<file path="src/rtl/id_ex_stage.sv">
// RV32I decode stage and ID/EX pipeline register, with load-use stall detection.
// Define ID_WB_BYPASS_EN to bypass the WB write data into operands read in the same cycle.
module id_ex_stage #(
    parameter int CNT_W = 16
) (
    input  logic             clk,
    input  logic             rst,
    input  logic             id_valid,
    input  logic [31:0]      id_pc,
    input  logic [31:0]      id_instr,
    output logic [4:0]       rd_reg1,
    output logic [4:0]       rd_reg2,
    input  logic [31:0]      DAT1,
    input  logic [31:0]      DAT2,
    input  logic             wb_reg_wr,
    input  logic [4:0]       wb_wr_reg,
    input  logic [31:0]      wb_wr_data,
    input  logic             ex_flush,
    output logic             stall_if,
    output logic             ex_valid,
    output logic [31:0]      ex_pc,
    output logic [31:0]      ex_rs1_data,
    output logic [31:0]      ex_rs2_data,
    output logic [31:0]      ex_imm,
    output logic [4:0]       ex_rs1,
    output logic [4:0]       ex_rs2,
    output logic [4:0]       ex_rd,
    output logic [6:0]       ex_opcode,
    output logic [2:0]       ex_funct3,
    output logic             ex_funct7b5,
    output logic             ex_reg_wr,
    output logic             ex_mem_rd,
    output logic             ex_mem_wr,
    output logic [CNT_W-1:0] stall_cnt
);
    localparam logic [6:0] OP_LOAD   = 7'b0000011;
    localparam logic [6:0] OP_IMM    = 7'b0010011;
    localparam logic [6:0] OP_JALR   = 7'b1100111;
    localparam logic [6:0] OP_STORE  = 7'b0100011;
    localparam logic [6:0] OP_BRANCH = 7'b1100011;
    localparam logic [6:0] OP_LUI    = 7'b0110111;
    localparam logic [6:0] OP_AUIPC  = 7'b0010111;
    localparam logic [6:0] OP_JAL    = 7'b1101111;
    localparam logic [6:0] OP_REG    = 7'b0110011;
    localparam logic [CNT_W-1:0] CNT_MAX = '1;
    localparam logic [CNT_W-1:0] CNT_ONE = {{(CNT_W-1){1'b0}}, 1'b1};

    logic [6:0]       opcode;
    logic [4:0]       rs1, rs2, rd;
    logic [31:0]      imm_d, rs1_data_d, rs2_data_d;
    logic             reg_wr_dec, mem_rd_dec, mem_wr_dec, rs1_used, rs2_used;
    logic             load_use, kill;
    logic             valid_d, reg_wr_d, mem_rd_d, mem_wr_d;
    logic [CNT_W-1:0] cnt_d;

    logic             valid_q, funct7b5_q, reg_wr_q, mem_rd_q, mem_wr_q;
    logic [31:0]      pc_q, rs1_data_q, rs2_data_q, imm_q;
    logic [4:0]       rs1_q, rs2_q, rd_q;
    logic [6:0]       opcode_q;
    logic [2:0]       funct3_q;
    logic [CNT_W-1:0] cnt_q;

    assign opcode  = id_instr[6:0];
    assign rd      = id_instr[11:7];
    assign rs1     = id_instr[19:15];
    assign rs2     = id_instr[24:20];
    assign rd_reg1 = rs1;
    assign rd_reg2 = rs2;

    always_comb begin
        imm_d      = '0;
        reg_wr_dec = 1'b0;
        mem_rd_dec = 1'b0;
        mem_wr_dec = 1'b0;
        rs1_used   = 1'b1;
        rs2_used   = 1'b0;
        case (opcode)
            OP_LOAD: begin
                imm_d      = {{20{id_instr[31]}}, id_instr[31:20]};
                reg_wr_dec = 1'b1;
                mem_rd_dec = 1'b1;
            end
            OP_IMM, OP_JALR: begin
                imm_d      = {{20{id_instr[31]}}, id_instr[31:20]};
                reg_wr_dec = 1'b1;
            end
            OP_STORE: begin
                imm_d      = {{20{id_instr[31]}}, id_instr[31:25], id_instr[11:7]};
                mem_wr_dec = 1'b1;
                rs2_used   = 1'b1;
            end
            OP_BRANCH: begin
                imm_d    = {{19{id_instr[31]}}, id_instr[31], id_instr[7],
                            id_instr[30:25], id_instr[11:8], 1'b0};
                rs2_used = 1'b1;
            end
            OP_LUI, OP_AUIPC: begin
                imm_d      = {id_instr[31:12], 12'b0};
                reg_wr_dec = 1'b1;
                rs1_used   = 1'b0;
            end
            OP_JAL: begin
                imm_d      = {{11{id_instr[31]}}, id_instr[31], id_instr[19:12],
                              id_instr[20], id_instr[30:21], 1'b0};
                reg_wr_dec = 1'b1;
                rs1_used   = 1'b0;
            end
            OP_REG: begin
                reg_wr_dec = 1'b1;
                rs2_used   = 1'b1;
            end
            default: ;
        endcase
        // The register file does not hardwire x0, so writes to it are suppressed here.
        if (rd == 5'd0) reg_wr_dec = 1'b0;
    end

`ifdef ID_WB_BYPASS_EN
    logic byp1, byp2;
    assign byp1       = wb_reg_wr && (wb_wr_reg != 5'd0) && (wb_wr_reg == rs1);
    assign byp2       = wb_reg_wr && (wb_wr_reg != 5'd0) && (wb_wr_reg == rs2);
    assign rs1_data_d = (rs1 == 5'd0) ? '0 : (byp1 ? wb_wr_data : DAT1);
    assign rs2_data_d = (rs2 == 5'd0) ? '0 : (byp2 ? wb_wr_data : DAT2);
`else
    logic unused_wb;
    assign unused_wb  = ^{wb_reg_wr, wb_wr_reg, wb_wr_data};
    assign rs1_data_d = (rs1 == 5'd0) ? '0 : DAT1;
    assign rs2_data_d = (rs2 == 5'd0) ? '0 : DAT2;
`endif

    assign load_use = valid_q && mem_rd_q && (rd_q != 5'd0) && id_valid &&
                      ((rs1_used && (rs1 == rd_q)) || (rs2_used && (rs2 == rd_q)));
    // A flush kills the dependent instruction anyway, so it never needs to stall.
    assign stall_if = load_use && !ex_flush;
    assign kill     = load_use || ex_flush;
    assign valid_d  = id_valid && !kill;
    assign reg_wr_d = reg_wr_dec && !kill;
    assign mem_rd_d = mem_rd_dec && !kill;
    assign mem_wr_d = mem_wr_dec && !kill;
    assign cnt_d    = (stall_if && (cnt_q != CNT_MAX)) ? cnt_q + CNT_ONE : cnt_q;

    always_ff @(posedge clk or posedge rst) begin
        if (rst) begin
            valid_q    <= 1'b0;
            pc_q       <= '0;
            rs1_data_q <= '0;
            rs2_data_q <= '0;
            imm_q      <= '0;
            rs1_q      <= '0;
            rs2_q      <= '0;
            rd_q       <= '0;
            opcode_q   <= '0;
            funct3_q   <= '0;
            funct7b5_q <= 1'b0;
            reg_wr_q   <= 1'b0;
            mem_rd_q   <= 1'b0;
            mem_wr_q   <= 1'b0;
            cnt_q      <= '0;
        end else begin
            valid_q    <= valid_d;
            pc_q       <= id_pc;
            rs1_data_q <= rs1_data_d;
            rs2_data_q <= rs2_data_d;
            imm_q      <= imm_d;
            rs1_q      <= rs1;
            rs2_q      <= rs2;
            rd_q       <= rd;
            opcode_q   <= opcode;
            funct3_q   <= id_instr[14:12];
            funct7b5_q <= id_instr[30];
            reg_wr_q   <= reg_wr_d;
            mem_rd_q   <= mem_rd_d;
            mem_wr_q   <= mem_wr_d;
            cnt_q      <= cnt_d;
        end
    end

    assign ex_valid    = valid_q;
    assign ex_pc       = pc_q;
    assign ex_rs1_data = rs1_data_q;
    assign ex_rs2_data = rs2_data_q;
    assign ex_imm      = imm_q;
    assign ex_rs1      = rs1_q;
    assign ex_rs2      = rs2_q;
    assign ex_rd       = rd_q;
    assign ex_opcode   = opcode_q;
    assign ex_funct3   = funct3_q;
    assign ex_funct7b5 = funct7b5_q;
    assign ex_reg_wr   = reg_wr_q;
    assign ex_mem_rd   = mem_rd_q;
    assign ex_mem_wr   = mem_wr_q;
    assign stall_cnt   = cnt_q;
endmodule
</file>
<file path="config.mk">
export PLATFORM = sky130hd
export DESIGN_NAME = id_ex_stage
export DESIGN_NICKNAME = d
export VERILOG_FILES = /design/src/rtl/id_ex_stage.sv
export SDC_FILE = /design/constraint.sdc
export NUM_CORES = 1
export LEC_CHECK = 0
export ABC_CLOCK_PERIOD_IN_PS = 10350
export CELL_PAD_IN_SITES_DETAIL_PLACEMENT = 0
export CELL_PAD_IN_SITES_GLOBAL_PLACEMENT = 1
export CORE_AREA = 2 2 145 147
export DETAILED_ROUTE_END_ITERATION = 10
export DIE_AREA = 0 0 147 149
export PLACE_DENSITY = 0.85
export SLEW_MARGIN = 15
export SYNTH_ARGS = -nofsm -noshare
export SYNTH_HDL_FRONTEND = slang
export SYNTH_SLANG_ARGS = --single-unit
</file>
<file path="constraint.sdc">
create_clock -name clk -period 10.35 [get_ports clk]
set_input_delay 2.07 -clock clk [delete_from_list [all_inputs] [get_ports clk]]
set_output_delay 2.07 -clock clk [all_outputs]
set_load 0.01 [all_outputs]
</file>
* Yosys cells after proc, flatten, opt, wreduce, memory -nomap -nowiden *
Index checks and enable logic that the tools add are counted.

storage, ports and cells
  word-level logic and storage cells = 62
  output and inout port bits = 185
  input port bits = 170
  flip-flop bits (word level) = 174

cells by class
  equality and inequality tests = 12
  reduce and logical (&&, ||, !) cells = 25
  add/subtract/negate cells = 1
  mux-type cells = 9

operators with widths
  cell                   number
  $pmux 32 s5            1
  $mux 32                2
  $eq 7x6->1 const B     3
  $eq 7x7->1 const B     3
  $add 16x1->16 const B  1
  $ne 16x16->1 const B   1
  $logic_not 5->1        3
  $eq 7x5->1 const B     2
  $logic_and 1x1->1      12
  $eq 5x5->1             2
  $reduce_or 3->1        3
  $eq 7x2->1 const B     1
  $reduce_or 7->1        1
  $mux 1                 6
  $reduce_bool 5->1      1
  $logic_not 1->1        2
  $logic_or 1x1->1       2
  $reduce_or 2->1        1

* Logic depth before layout (Yosys ltp) *
  word-level depth = 9
  gate-level depth with buffers = 8
  mapped depth without buffers = 7

* Worst setup path after synthesis *
OpenSTA, ideal clock, no wires.

  path kind = input-to-output
  from = input port id_instr[2]
  to = output port stall_if
  path buffers = 1
  cell stages on the path = 6
  required time = 8.280 ns
  setup slack = 5.010 ns
  data arrival time = 3.270 ns
  cell sequence = buf_2 > nor2_4 > nand4_2 > a2111oi_4 > nor2_1 > nor3_1

on the way
  longest elaborated chain between the ends = 7
  elaborated cells between the ends (all ways) = 15
  classes of those cells = eq/ne (6); mux (2); reduce/logical (7)

ends and longest elaborated chain
  what                                line  text
  start: declaration                  10    input logic [31:0] id_instr,
  $eq 7x7->1 (tied with other cells)  77    case (opcode)
  $reduce_or 3->1 (no source line)    -
  $mux 1                              77
  $logic_and 1x1->1                   132   ((rs1_used && (rs1 == rd_q)) || (rs2_used && (rs2 == rd_q)));
  $logic_or 1x1->1 *                  132
  $logic_and 1x1->1 *                 131   assign load_use = valid_q && mem_rd_q && (rd_q != 5'd0) && id_valid &&
  $logic_and 1x1->1 *                 134   assign stall_if = load_use && !ex_flush;
  end: declaration                    19    output logic stall_if,

Mark *: on every way between the ends. The rest lies on a longest branch, timed or not.

* Worst setup path after layout *
  from = input port id_instr[4]
  to = output port stall_if

Same word-level chain as after synthesis.

==> flow_summary.json <==
{
  "run_status": "finished clean",
  "critical_path.cell_chain": "clkdlybuf4s50_1, or3b_4, a21oi_4, nor3b_1, nor2_1, nor3_1, clkdlybuf4s50_1",
  "port_buffers": 316,
  "critPathKind": "in2out",
  "grt_use_total": 0.1628,
  "core-area_sq_um": 20560,
  "clk_latency_ps": 430,
  "slowest_stage": "clkdlybuf4s50_1",
  "grt_max_degree": 106,
  "die_area_sq_um": 21900,
  "yosysUniqueCellTypes": 47,
  "drive_gt1_frac": 0.06434,
  "cpMostUsedCell": "clkdlybuf4s50_1",
  "hold_path_depth": 1,
  "synth_compound_area_frac": 0.05803,
  "skew_ps": 18.70,
  "grt_pass1_wl_mm": 26.62,
  "dpl.hpwl_mm": 13.07,
  "p_leak_nw": 4.381,
  "crit_required_ps": 8280,
  "synth_fa_ha_area_frac": 0.002095,
  "crit_path_end_kind": "output port",
  "pwr_density_cell_nw_per_um2": 156.2,
  "r2r-start": "ex_rd[1]$_DFF_PP0_",
  "slew_viol_final": 0,
  "h-tree-depth": 4,
  "cp_data_arrival_time_ps": 4540,
  "drt-total-wl_mm": 17.39,
  "stdcell_area_sq_um": 9982,
  "areaGrowthSynthToFinish_pct": 67.15,
  "finalCritPeriodShare": 0.6384,
  "netlist_area_sq_um": 5972,
  "synth_top_family_by_area": "simple AND/OR/NAND/NOR gates",
  "peakVddDrop_mv": 0.1096,
  "postPlaceCellArea_sq_um": 9376,
  "grt_setup_unrepaired": "false",
  "rows": 53,
  "viasPerCell": 4.259,
  "dieHeight_um": 149,
  "overflow": 0,
  "hold_buffers": 0,
  "ys_ff_latch": 174,
  "cts_made_buffers": 17,
  "drc_errors": 0,
  "insertedDiodeCount": 0,
  "post-place-ws_ps": 3676,
  "syn_inst": 417,
  "layout_setup_ws_ps": 3742,
  "routabilityCongestion": 0.7265,
  "tritoncts": "built",
  "first_pass_iters": 4,
  "vias": 4348,
  "final_util": 0.4856,
  "globalRouteMet1Util": 0.1964,
  "drt.antenna.violating_nets": 0,
  "hold_viol_final": 0,
  "top_usage_layer": "met2",
  "hold_class": "reg2reg",
  "nets": 904,
  "path_clk_slew_ps": 60,
  "tightest_slew_ps": 967.9,
  "setup_viol": 0,
  "fin_crit_ps": 6608,
  "whs_ps": 520.0,
  "synth_nets": 588,
  "post-place-cells": 989,
  "worst_hold_startpoint": "stall_cnt[15]$_DFFE_PP0P_",
  "synth_xor_area_frac": 0.03373,
  "fmax_ghz": 0.1513,
  "antenna_found_initial": 0,
  "io_pins": 355,
  "yosysSeqAreaShare": 0.7291,
  "cts-root-buf": "clkbuf_16",
  "yosys_warnings": 0,
  "layout_commonest_cell": "clkdlybuf4s50_1",
  "die_w_um": 147,
  "post_cts_resized": 0,
  "rr_worst_depth": 6,
  "cap_viol_max_count": 0,
  "synthMuxAreaShare": 0.005657,
  "cts_setup_buffers": 0,
  "mostFrequentLayoutCells": "316 x clkdlybuf4s50_1, 174 x dfrtp_1, 65 x nor2b_1, 19 x nor2_1, 19 x a21o_1",
  "synth_edf_count": 0,
  "synth-main-ff-cell": "dfrtp_1",
  "syn_area_per_cell_sq_um": 14.32,
  "layoutNonFillerInstCount": 1021,
  "rrSetupSlack_ps": 8210,
  "p_total_mw": 1.559,
  "synth-simple-area-share": 0.1462,
  "cts.sinks": 174,
  "maxSlewHeadroom": 0.3547,
  "worstHoldEndpoint": "stall_cnt[15]$_DFFE_PP0P_",
  "grt_use_met3": 0.06514,
  "grt_pass1_vias": 4531,
  "use_met2": 0.2690,
  "wire_per_inst_um": 17.03,
  "max_stage_delay_ps": 770,
  "initial_core_util": 0.2905,
  "worst_r2r_endpoint": "stall_cnt[12]$_DFFE_PP0P_",
  "drt_iter0_markers": 111,
  "crit_fanout": 11,
  "critPathLaunchType": "input pin",
  "clock_path_buffers": 2,
  "finalSetupTns_ps": 0,
  "async_reset_ff_frac": 1.000
}
[cells by family (layout without fill, tap and decap cells)]
family,after synthesis,in the layout
and+or+nand+nor,151,151
muxes,3,3
adders and majority gates,1,1
xor gates and xnor gates,23,23
buffers and inverters,26,355
AOI/OAI and AO/OA,39,39
DFF,174,174
[synthesized netlist by cell type, types with 3 or more instances]
cell type | instances | area share
dfrtp_1 | 174 | 0.73
nor2b_1 | 65 | 0.068
nor2_1 | 21 | 0.013
a21o_1 | 19 | 0.024
nand2_1 | 13 | 0.0082
nor3_1 | 13 | 0.011
xor2_1 | 13 | 0.019
buf_4 | 11 | 0.014
xnor2_1 | 10 | 0.015
nand3_1 | 8 | 0.0067
and2_1 | 7 | 0.0073
clkbuf_1 | 7 | 0.0044
a22o_1 | 4 | 0.0059
inv_1 | 4 | 0.0025
nand4_1 | 4 | 0.0042
or4_1 | 4 | 0.0050
buf_2 | 3 | 0.0025
[flip-flops by register name (all words and copies together), names as in the netlist]
signal / flops
ex_rd: 5
ex_imm: 32
stall_cnt: 16
ex_reg_wr: 1
ex_pc: 32
ex_rs1_data: 32
ex_mem_wr: 1
ex_rs1: 5
ex_opcode: 7
ex_valid: 1
ex_rs2_data: 32
ex_funct3: 3
ex_funct7b5: 1
ex_rs2: 5
ex_mem_rd: 1
[power breakdown]
group	switching, mW	internal (mW)	leakage, nW
Combinational	0.0710	0.107	1.94
Clock	0.279	0.385	0.298
Sequential	0.00905	0.708	2.14
Total	0.359	1.20	4.38
[area by class of cell]
class                           instances  area, sq um
Fill cell                            1842        10580
Clock buffer                           18        429.2
Inverter                                4        20.02
Sequential cell                       174         4354
Clock inverter                         14        176.4
Timing Repair Buffer                  319         3186
Tap cell                              275        344.1
Multi-Input combinational cell        217         1473
[worst max-delay path by stage]
stage                startpoint                      to  slack [ps]  cells after the start
CTS                 id_instr[4]                stall_if        3700                      7
floorplan                   rst  ex_funct3[0]$_DFF_PP0_        3560                      1
global route        id_instr[4]                stall_if        3550                      7
detailed placement  id_instr[4]                stall_if        3680                      7
finish              id_instr[4]                stall_if        3740                      7
global placement    id_instr[4]                stall_if        3740                      7
[critical path: cells and delay by family]
family / cells / cell delay, ps
buffers and inverters: 2 / 1290
AND/OR/NAND/NOR: 4 / 820
AO/OA/AOI/OAI: 1 / 350
[metal layers]
| layer | vias up | share of wire |
|---|---|---|
| met2 | 221 | 0.49 |
| met1 | 2112 | 0.39 |
| met4 | 0 | 0.013 |
| met3 | 13 | 0.10 |
| li1 | 2002 | - |
| met5 | - | 0 |
Power figures use the tool's default switching activity.
